==> config.mk <==
export PLATFORM = sky130hd
export DESIGN_NAME = crossing_debounce
export DESIGN_NICKNAME = d
export VERILOG_FILES = /design/src/rtl/crossing_debounce.sv
export SDC_FILE = /design/constraint.sdc
export NUM_CORES = 1
export LEC_CHECK = 0
export BUFFER_PORTS_ARGS = -buffer_cell sky130_fd_sc_hd__buf_2
export CAP_MARGIN = 20
export CORE_MARGIN = 5
export CORE_UTILIZATION = 40
export CTS_BUF_LIST = sky130_fd_sc_hd__clkbuf_4
export DETAILED_ROUTE_END_ITERATION = 8
export GPL_ROUTABILITY_DRIVEN = 0
export SLEW_MARGIN = 20
export SYNTH_ARGS = -nofsm -noshare
export SYNTH_HDL_FRONTEND = slang
export SYNTH_SLANG_ARGS = --single-unit
==> constraint.sdc <==
create_clock -name clk -period 4.1 [get_ports clk]
set_input_delay 0.41 -clock clk [delete_from_list [all_inputs] [get_ports clk]]
set_output_delay 0.41 -clock clk [all_outputs]
set_load 0.01 [all_outputs]
==> src/rtl/crossing_debounce.sv <==
`default_nettype none
// ============================================================================
// Module      : crossing_debounce
// Description : Debounces the per-frame zebra-crossing detector result into a
//               stable decision and emits rise/fall edge events through a
//               one-deep valid/ready holding register.
//               Optional statistics (frame counter, peak white count) are
//               built only when CROSSING_DEBOUNCE_STATS_EN is defined.
// Ports       : clk, rst (async, active-high)
//               det_valid / det_crossing / det_white_count : detector input
//               crossing_stable : debounced decision (registered)
//               evt_valid / evt_ready / evt_rise : edge event handshake
//               evt_overflow    : sticky, an event was dropped
//               frame_count / peak_white : statistics (0 without the macro)
// Revision    : 1.0 - initial release
// ============================================================================
module crossing_debounce #(
    parameter int IMG_WIDTH      = 320,
    parameter int IMG_HEIGHT     = 240,
    parameter int CONFIRM_FRAMES = 3,
    parameter int RELEASE_FRAMES = 5,
    parameter int MIN_WHITE      = 100,
    parameter int TIMEOUT_CYCLES = 2000000
) (
    input  logic                                       clk,
    input  logic                                       rst,
    input  logic                                       det_valid,
    input  logic                                       det_crossing,
    input  logic [$clog2(IMG_WIDTH*IMG_HEIGHT)-1:0]    det_white_count,
    output logic                                       crossing_stable,
    output logic                                       evt_valid,
    input  logic                                       evt_ready,
    output logic                                       evt_rise,
    output logic                                       evt_overflow,
    output logic [15:0]                                frame_count,
    output logic [$clog2(IMG_WIDTH*IMG_HEIGHT)-1:0]    peak_white
);

    localparam int CW     = $clog2(IMG_WIDTH*IMG_HEIGHT);
    localparam int MAX_FR = (CONFIRM_FRAMES > RELEASE_FRAMES) ? CONFIRM_FRAMES : RELEASE_FRAMES;
    localparam int CNT_W  = $clog2(MAX_FR + 1);
    localparam int IDLE_W = $clog2(TIMEOUT_CYCLES + 1);

    localparam logic [CW-1:0]     C_MIN_WHITE = CW'(MIN_WHITE);
    localparam logic [CNT_W-1:0]  C_CONFIRM   = CNT_W'(CONFIRM_FRAMES);
    localparam logic [CNT_W-1:0]  C_RELEASE   = CNT_W'(RELEASE_FRAMES);
    localparam logic [IDLE_W-1:0] C_TIMEOUT   = IDLE_W'(TIMEOUT_CYCLES);

    typedef enum logic [1:0] {
        ST_CLEAR     = 2'd0,
        ST_ARMING    = 2'd1,
        ST_ASSERTED  = 2'd2,
        ST_RELEASING = 2'd3
    } state_t;

    state_t             r_state, w_state_nxt;
    logic [CNT_W-1:0]   r_hit_cnt, w_hit_nxt;
    logic [CNT_W-1:0]   r_miss_cnt, w_miss_nxt;
    logic [IDLE_W-1:0]  r_idle;
    logic               r_stable;
    logic               r_evt_valid, r_evt_rise, r_evt_overflow;
    logic               w_hit, w_timeout, w_evt_gen, w_evt_rise;

    assign w_hit     = det_valid && det_crossing && (det_white_count >= C_MIN_WHITE);
    // A frame arriving in the same cycle as the timeout wins: the timeout
    // is only considered when det_valid is low.
    assign w_timeout = (r_idle == C_TIMEOUT) && !det_valid;

    // ------------------------------------------------------------------
    // Idle counter: cycles since the last det_valid, saturating.
    // ------------------------------------------------------------------
    always_ff @(posedge clk or posedge rst) begin
        if (rst) begin
            r_idle <= '0;
        end else if (det_valid) begin
            r_idle <= '0;
        end else if (r_idle != C_TIMEOUT) begin
            r_idle <= r_idle + IDLE_W'(1);
        end
    end

    // ------------------------------------------------------------------
    // FSM state register
    // ------------------------------------------------------------------
    always_ff @(posedge clk or posedge rst) begin
        if (rst) begin
            r_state    <= ST_CLEAR;
            r_hit_cnt  <= '0;
            r_miss_cnt <= '0;
            r_stable   <= 1'b0;
        end else begin
            r_state    <= w_state_nxt;
            r_hit_cnt  <= w_hit_nxt;
            r_miss_cnt <= w_miss_nxt;
            r_stable   <= (w_state_nxt == ST_ASSERTED) || (w_state_nxt == ST_RELEASING);
        end
    end

    // ------------------------------------------------------------------
    // FSM next-state and event generation
    // ------------------------------------------------------------------
    always_comb begin
        w_state_nxt = r_state;
        w_hit_nxt   = r_hit_cnt;
        w_miss_nxt  = r_miss_cnt;
        w_evt_gen   = 1'b0;
        w_evt_rise  = 1'b0;
        if (det_valid) begin
            case (r_state)
                ST_CLEAR: begin
                    if (w_hit) begin
                        if (CONFIRM_FRAMES == 1) begin
                            w_state_nxt = ST_ASSERTED;
                            w_evt_gen   = 1'b1;
                            w_evt_rise  = 1'b1;
                        end else begin
                            w_state_nxt = ST_ARMING;
                            w_hit_nxt   = CNT_W'(1);
                        end
                    end
                end
                ST_ARMING: begin
                    if (w_hit) begin
                        if ((r_hit_cnt + CNT_W'(1)) == C_CONFIRM) begin
                            w_state_nxt = ST_ASSERTED;
                            w_hit_nxt   = '0;
                            w_evt_gen   = 1'b1;
                            w_evt_rise  = 1'b1;
                        end else begin
                            w_hit_nxt = r_hit_cnt + CNT_W'(1);
                        end
                    end else begin
                        w_state_nxt = ST_CLEAR;
                        w_hit_nxt   = '0;
                    end
                end
                ST_ASSERTED: begin
                    if (!w_hit) begin
                        if (RELEASE_FRAMES == 1) begin
                            w_state_nxt = ST_CLEAR;
                            w_evt_gen   = 1'b1;
                        end else begin
                            w_state_nxt = ST_RELEASING;
                            w_miss_nxt  = CNT_W'(1);
                        end
                    end
                end
                ST_RELEASING: begin
                    if (!w_hit) begin
                        if ((r_miss_cnt + CNT_W'(1)) == C_RELEASE) begin
                            w_state_nxt = ST_CLEAR;
                            w_miss_nxt  = '0;
                            w_evt_gen   = 1'b1;
                        end else begin
                            w_miss_nxt = r_miss_cnt + CNT_W'(1);
                        end
                    end else begin
                        w_state_nxt = ST_ASSERTED;
                        w_miss_nxt  = '0;
                    end
                end
                default: begin
                    w_state_nxt = ST_CLEAR;
                    w_hit_nxt   = '0;
                    w_miss_nxt  = '0;
                end
            endcase
        end else if (w_timeout) begin
            case (r_state)
                ST_ASSERTED, ST_RELEASING: begin
                    w_state_nxt = ST_CLEAR;
                    w_miss_nxt  = '0;
                    w_evt_gen   = 1'b1;
                end
                ST_ARMING: begin
                    w_state_nxt = ST_CLEAR;
                    w_hit_nxt   = '0;
                end
                default: begin
                    w_state_nxt = r_state;
                end
            endcase
        end
    end

    // ------------------------------------------------------------------
    // One-deep event holding register. A new event may replace the
    // pending one only when that one is being accepted in the same cycle;
    // otherwise the new event is dropped and the overflow flag sticks.
    // ------------------------------------------------------------------
    always_ff @(posedge clk or posedge rst) begin
        if (rst) begin
            r_evt_valid    <= 1'b0;
            r_evt_rise     <= 1'b0;
            r_evt_overflow <= 1'b0;
        end else if (w_evt_gen) begin
            if (!r_evt_valid || evt_ready) begin
                r_evt_valid <= 1'b1;
                r_evt_rise  <= w_evt_rise;
            end else begin
                r_evt_overflow <= 1'b1;
            end
        end else if (r_evt_valid && evt_ready) begin
            r_evt_valid <= 1'b0;
        end
    end

    assign crossing_stable = r_stable;
    assign evt_valid       = r_evt_valid;
    assign evt_rise        = r_evt_rise;
    assign evt_overflow    = r_evt_overflow;

`ifdef CROSSING_DEBOUNCE_STATS_EN
    logic [15:0]   r_frame_count;
    logic [CW-1:0] r_peak_white;
    logic          w_enter_asserted;
    logic          w_in_asserted;

    assign w_enter_asserted = ((r_state == ST_CLEAR) || (r_state == ST_ARMING))
                              && (w_state_nxt == ST_ASSERTED);
    assign w_in_asserted    = (r_state == ST_ASSERTED) || (r_state == ST_RELEASING);

    always_ff @(posedge clk or posedge rst) begin
        if (rst) begin
            r_frame_count <= '0;
            r_peak_white  <= '0;
        end else begin
            if (det_valid) begin
                r_frame_count <= r_frame_count + 16'd1;
            end
            if (w_enter_asserted) begin
                r_peak_white <= det_white_count;
            end else if (w_in_asserted && w_hit && (det_white_count > r_peak_white)) begin
                r_peak_white <= det_white_count;
            end
        end
    end

    assign frame_count = r_frame_count;
    assign peak_white  = r_peak_white;
`else
    assign frame_count = '0;
    assign peak_white  = '0;
`endif

endmodule
`default_nettype wire

Word-level counts from Yosys, hierarchy flattened
Cells that the tools add are included.
Widths: inputs -> output; s select.

storage, ports and cells
  bits in registers = 33

cells by class
  $add $sub $neg = 3
  magnitude comparators = 1
  equality and inequality tests = 13
  mux-type cells = 39
  bitwise operators = 1
  reductions and logical operators = 22

operators with widths
  kind                   count
  $mux 21                2
  $mux 3                 12
  $add 21x1->21 const B  1
  $eq 21x21->1 const B   1
  $ne 21x21->1 const B   1
  $mux 2                 9
  $ge 17x7->1 const B    1
  $mux 1                 12
  $pmux 3 s2             2
  $reduce_bool 2->1      6
  $eq 2x2->1 const B     4
  $pmux 2 s4             1
  $reduce_and 4->1       2
  $add 3x1->3 const B    2
  $ne 3x3->1 const B     2
  $reduce_and 2->1       3
  $logic_and 1x1->1      4
  $eq 3x2->1 const B     1
  $eq 3x3->1 const B     1
  $ne 3x1->1 const B     1
  $reduce_or 3->1        1
  $eq 2x1->1 const B     1
  $logic_not 1->1        2
  $logic_not 2->1        1
  other kinds (5)        6

Depth between registers and ports, before layout
  depth in word-level cells = 8
  depth in mapped cells = 7

Worst setup path before layout
OpenSTA, ideal clock, no wires.

  kind = input to register
  start = in det_white_count[3]
  end = reg r_miss_cnt[0]
  data arrival time = 1.666 ns
  path slack = 2.291 ns
  cell stages on the path = 6
  buffers on the path = 1
  path through = o311ai_0 -> nand4_1 -> and3_1 -> clkbuf_1 -> a221oi_1 -> o22ai_1

between the ends
  word-level cells in the longest chain between the ends = 5
  elaborated cells between the ends (all ways) = 7
  classes of those cells = order compare: 1; eq/ne: 1; mux: 3; reduce/logical: 2

RTL lines
  element               line  source
  start, declared       29    input logic [$clog2(IMG_WIDTH*IMG_HEIGHT)-1:0] det_white_count,
  $ge 17x7->1 *         64    assign w_hit = det_valid && det_crossing && (det_white_count >= C_MIN_WHITE);
  $logic_and 1x1->1 *   64
  $mux 3                149   if (!w_hit) begin
  $pmux 3 s2            109   case (r_state)
  $mux 3                108   if (det_valid) begin
  end signal, assigned  94    r_miss_cnt <= w_miss_nxt;
  end, declared         58    logic [CNT_W-1:0] r_miss_cnt, w_miss_nxt;

Every way passes the cells marked *; elsewhere a longest branch is shown, timed or not.
A chain may end at the register's enable or synchronous reset.

Worst setup path in the final report
  start = reg r_idle[0]
  end = reg r_hit_cnt[0]

between the ends
  word-level cells in the longest chain between the ends = 4

RTL lines
  element                             line  source
  start, declared                     59    logic [IDLE_W-1:0] r_idle;
  start signal, assigned              78    r_idle <= r_idle + IDLE_W'(1);
  $eq 21x21->1                        67    assign w_timeout = (r_idle == C_TIMEOUT) && !det_valid;
  $logic_and 1x1->1                   67
  $reduce_bool 2->1 (no source line)  --
  $reduce_and 4->1 (no source line)   --
  end signal, assigned                93    r_hit_cnt <= w_hit_nxt;
  end, declared                       57    logic [CNT_W-1:0] r_hit_cnt, w_hit_nxt;

No other way between the ends.

==> impl_metrics.ini <==
[clock_tree]
post_cts.repair.setup_buffers = 0
cts_resized = 0
numCtsBuffers = 5
h-tree-depth = 2
cts_sinks = 33
root_buffer = clkbuf_4
holdBufCountCts = 0
clock_latency_ns = 0.33
clkTransAtPathRegs_ns = 0.11
cts_buffer_depth = 2
cts_tree = yes

[routing]
met2WireLength_um = 1970
wire_per_inst_um = 12.5
routed_via_density = 4.71
wl_um = 4070
drtPass1Iterations = 4
ant_nets = 0
first_iter_violations = 91
via_count = 1536
wl_met1_um = 1910
dr.max_layer_used = met4
drc = 0
dr_wl_met3_um = 162

[setup_path]
r2r_start = r_idle[0]$_DFFE_PP0P_
crit_path_end_kind = flop
required_ns = 4.32
critPathLaunchType = flop
reg2reg_slack_ns = 2.07
cp_num_buf_inv = 1
cp_top_family = simple AND/OR/NAND/NOR gates
slowest_delay_ns = 0.42
ff2ff_path_depth = 7
crit_path_cell_trace = inv_1 > ha_1 > and4bb_2 > nand3_1 > nor3_4 > nand2_2 > a311o_1
critPathKind = reg -> reg
critical_path.max_fanout = 7
r2r-end = r_hit_cnt[0]$_DFFE_PP0P_
crit_slowest_cell = dfrtp_1
arrival_ns = 2.25

[logic_synthesis]
synthesis.area_um2 = 2120
synth_flop_cell = dfrtp_1
ys_seq_area_share_pct = 38.9
ys_warn_count = 0
postSynth.asyncResetShare_pct = 100
ys_types = 47
yosysTopAreaCell = dfrtp_1
postSynthAreaPerCell_um2 = 9.20
yosysMostFrequentCell = buf_4
syn_inst = 231
synth_top_area_share_pct = 38.9
synth_edf_count = 0
netlist_top_cells_count = 34 x buf_4, 33 x dfrtp_1, 27 x nor2_1
synthTopCellsByArea = dfrtp_1 39%, buf_4 12%, nor2_1 4.8%, xor2_1 4.5%, ha_1 3.5%
yosys_register_bits = 33

[timing]
min_period_ns = 2.03
fin_crit_sh_pct = 49.5
tns_ns = 0
maxSlewHeadroom_pct = 57.6
slew_viol_final = 0
grt_setup_unrepaired = no
setup_viol = 0
tightest_slew_ns = 0.635
finClkSkew_ns = 0.00925
clock.fmax_mhz = 493
hold_viol_final = 0
fin_ws_ns = 2.07

[floorplan]
core_um2 = 5140
die_y_um = 82.9
ios = 59
dieArea_um2 = 6870
die_w_um = 82.9
rows = 26
start_util_pct = 41.3

[placement]
pre_cts_ws_ns = 2.04
dp_hpwl_um = 2950
dp_cells = 318
port_buffers = 23

[hold_path]
hold_class = in -> async

[cells_and_area]
syn_to_final_growth_pct = 4.65
instances_no_fill = 326
diodes = 0
n_fill_cell = 538
drive_gt1_share_pct = 16.0
num-nets-final = 283
utilization_pct = 43.3

[global_route]
overflow = 0
antenna_found_initial = 0
grt_usage_pct = 12.2
grt_pass1_wl_um = 7060
grt_pass1_vias = 1509
grt_max_degree = 34

[pwr]
pwr-share-seq_pct = 50.7
p_int_mw = 0.557
switchingPower_mw = 0.315
swShare_pct = 36.1
p_leak_nw = 1.07
vdd_ir_drop_max_v = 0.000155
power_density_nw_per_um2 = 392
clock_power_share_pct = 19.8
p_comb_share_pct = 29.6

[status]
status = finished clean

[flow_run]
max_cap_violations = 0
[cell type report]
| type | count | area [µm²] | share of cell area, % |
|---|---|---|---|
| multi-input cells | 180 | 1100 | 49.3 |
| repair buffers | 24 | 123 | 5.51 |
| flip-flops and latches | 33 | 826 | 37.1 |
| clock buffers | 5 | 37.5 | 1.69 |
| inverters | 11 | 41.3 | 1.86 |
| clock inverters | 3 | 12.5 | 0.563 |
| well taps | 70 | 87.6 | 3.94 |
[worst max path at each step]
stage,from,end,slack [ns],cells after the start
after global routing,r_idle[2]$_DFFE_PP0P_,r_hit_cnt[0]$_DFFE_PP0P_,1.93,5
after floorplan,det_white_count[3],r_miss_cnt[0]$_DFFE_PP0P_,2.29,6
after global placement,det_white_count[3],r_miss_cnt[0]$_DFFE_PP0P_,2.03,6
final,r_idle[0]$_DFFE_PP0P_,r_hit_cnt[0]$_DFFE_PP0P_,2.07,7
after CTS,r_idle[0]$_DFFE_PP0P_,r_hit_cnt[0]$_DFFE_PP0P_,2.06,7
after detailed placement,det_white_count[3],r_miss_cnt[0]$_DFFE_PP0P_,2.04,6
[power by group through the flow]
stage	clock, mW	combinational, mW	sequential [mW]
after global placement	0	0.251	0.445
after detailed placement	0	0.257	0.448
after global routing	0.196	0.297	0.453
after floorplan	0	0.245	0.421
final	0.172	0.258	0.442
after CTS	0.180	0.259	0.442
[cells in the final DEF (no fill, tap or decap), types with 2 or more instances in the layout]
cell and n:
a21o_1 3, a21oi_1 3, a31o_2 2, and3_1 6, and4_1 4, buf_2 23, clkbuf_4 5, clkinv_1 2
conb_1 33, dfrtp_1 33, ha_1 6, inv_1 11, mux2i_1 2, nand2_1 12, nand2b_1 5, nand3_1 11
nand4_1 6, nor2_1 27, nor2b_1 2, nor3_1 2, nor4_1 3, o211a_1 2, o211ai_1 2, o21ai_0 8
o22ai_1 2, xnor2_1 8, xor2_1 11
[layer usage]
metal,vias up,global-route usage (%)
met4,0,2.67
met5,-,0
met1,731,15.6
met3,4,3.37
li1,775,-
met2,26,20.6
[stage by stage]
step | instance area [µm²] | total power, mW | hold WS, ns
after floorplan | 2240 | 0.666 | 0.497
after global placement | 2170 | 0.696 | 0.478
after detailed placement | 2170 | 0.705 | 0.471
after CTS | 2220 | 0.881 | 0.153
after global routing | 2220 | 0.947 | 0.173
final | 2220 | 0.872 | 0.147
[state kept, by name, summed over array words and instances (netlist names)]
| register | count |
|---|---|
| evt_rise | 1 |
| evt_valid | 1 |
| r_idle | 21 |
| evt_overflow | 1 |
| crossing_stable | 1 |
| r_miss_cnt | 3 |
| r_hit_cnt | 3 |
| r_state | 2 |
[logic make-up (layout without fill, tap and decap cells)]
group | after synthesis | in the layout | share of synthesized area, %
other | 1 | 33 | 0.177
adders and majority gates | 6 | 6 | 3.53
and+or+nand+nor | 90 | 90 | 23.4
buffers and inverters | 50 | 43 | 15.2
xor gates and xnor gates | 19 | 19 | 7.83
DFF | 33 | 33 | 38.9
muxes | 2 | 2 | 0.942
AOI/OAI and AO/OA | 30 | 30 | 10.0
[worst min-delay path: cells and delay by family]
| kind | cells | cell delay (ns) |
|---|---|---|
| buffers and inverters | 3 | 0.49 |
(Power assumes the default switching activity.)
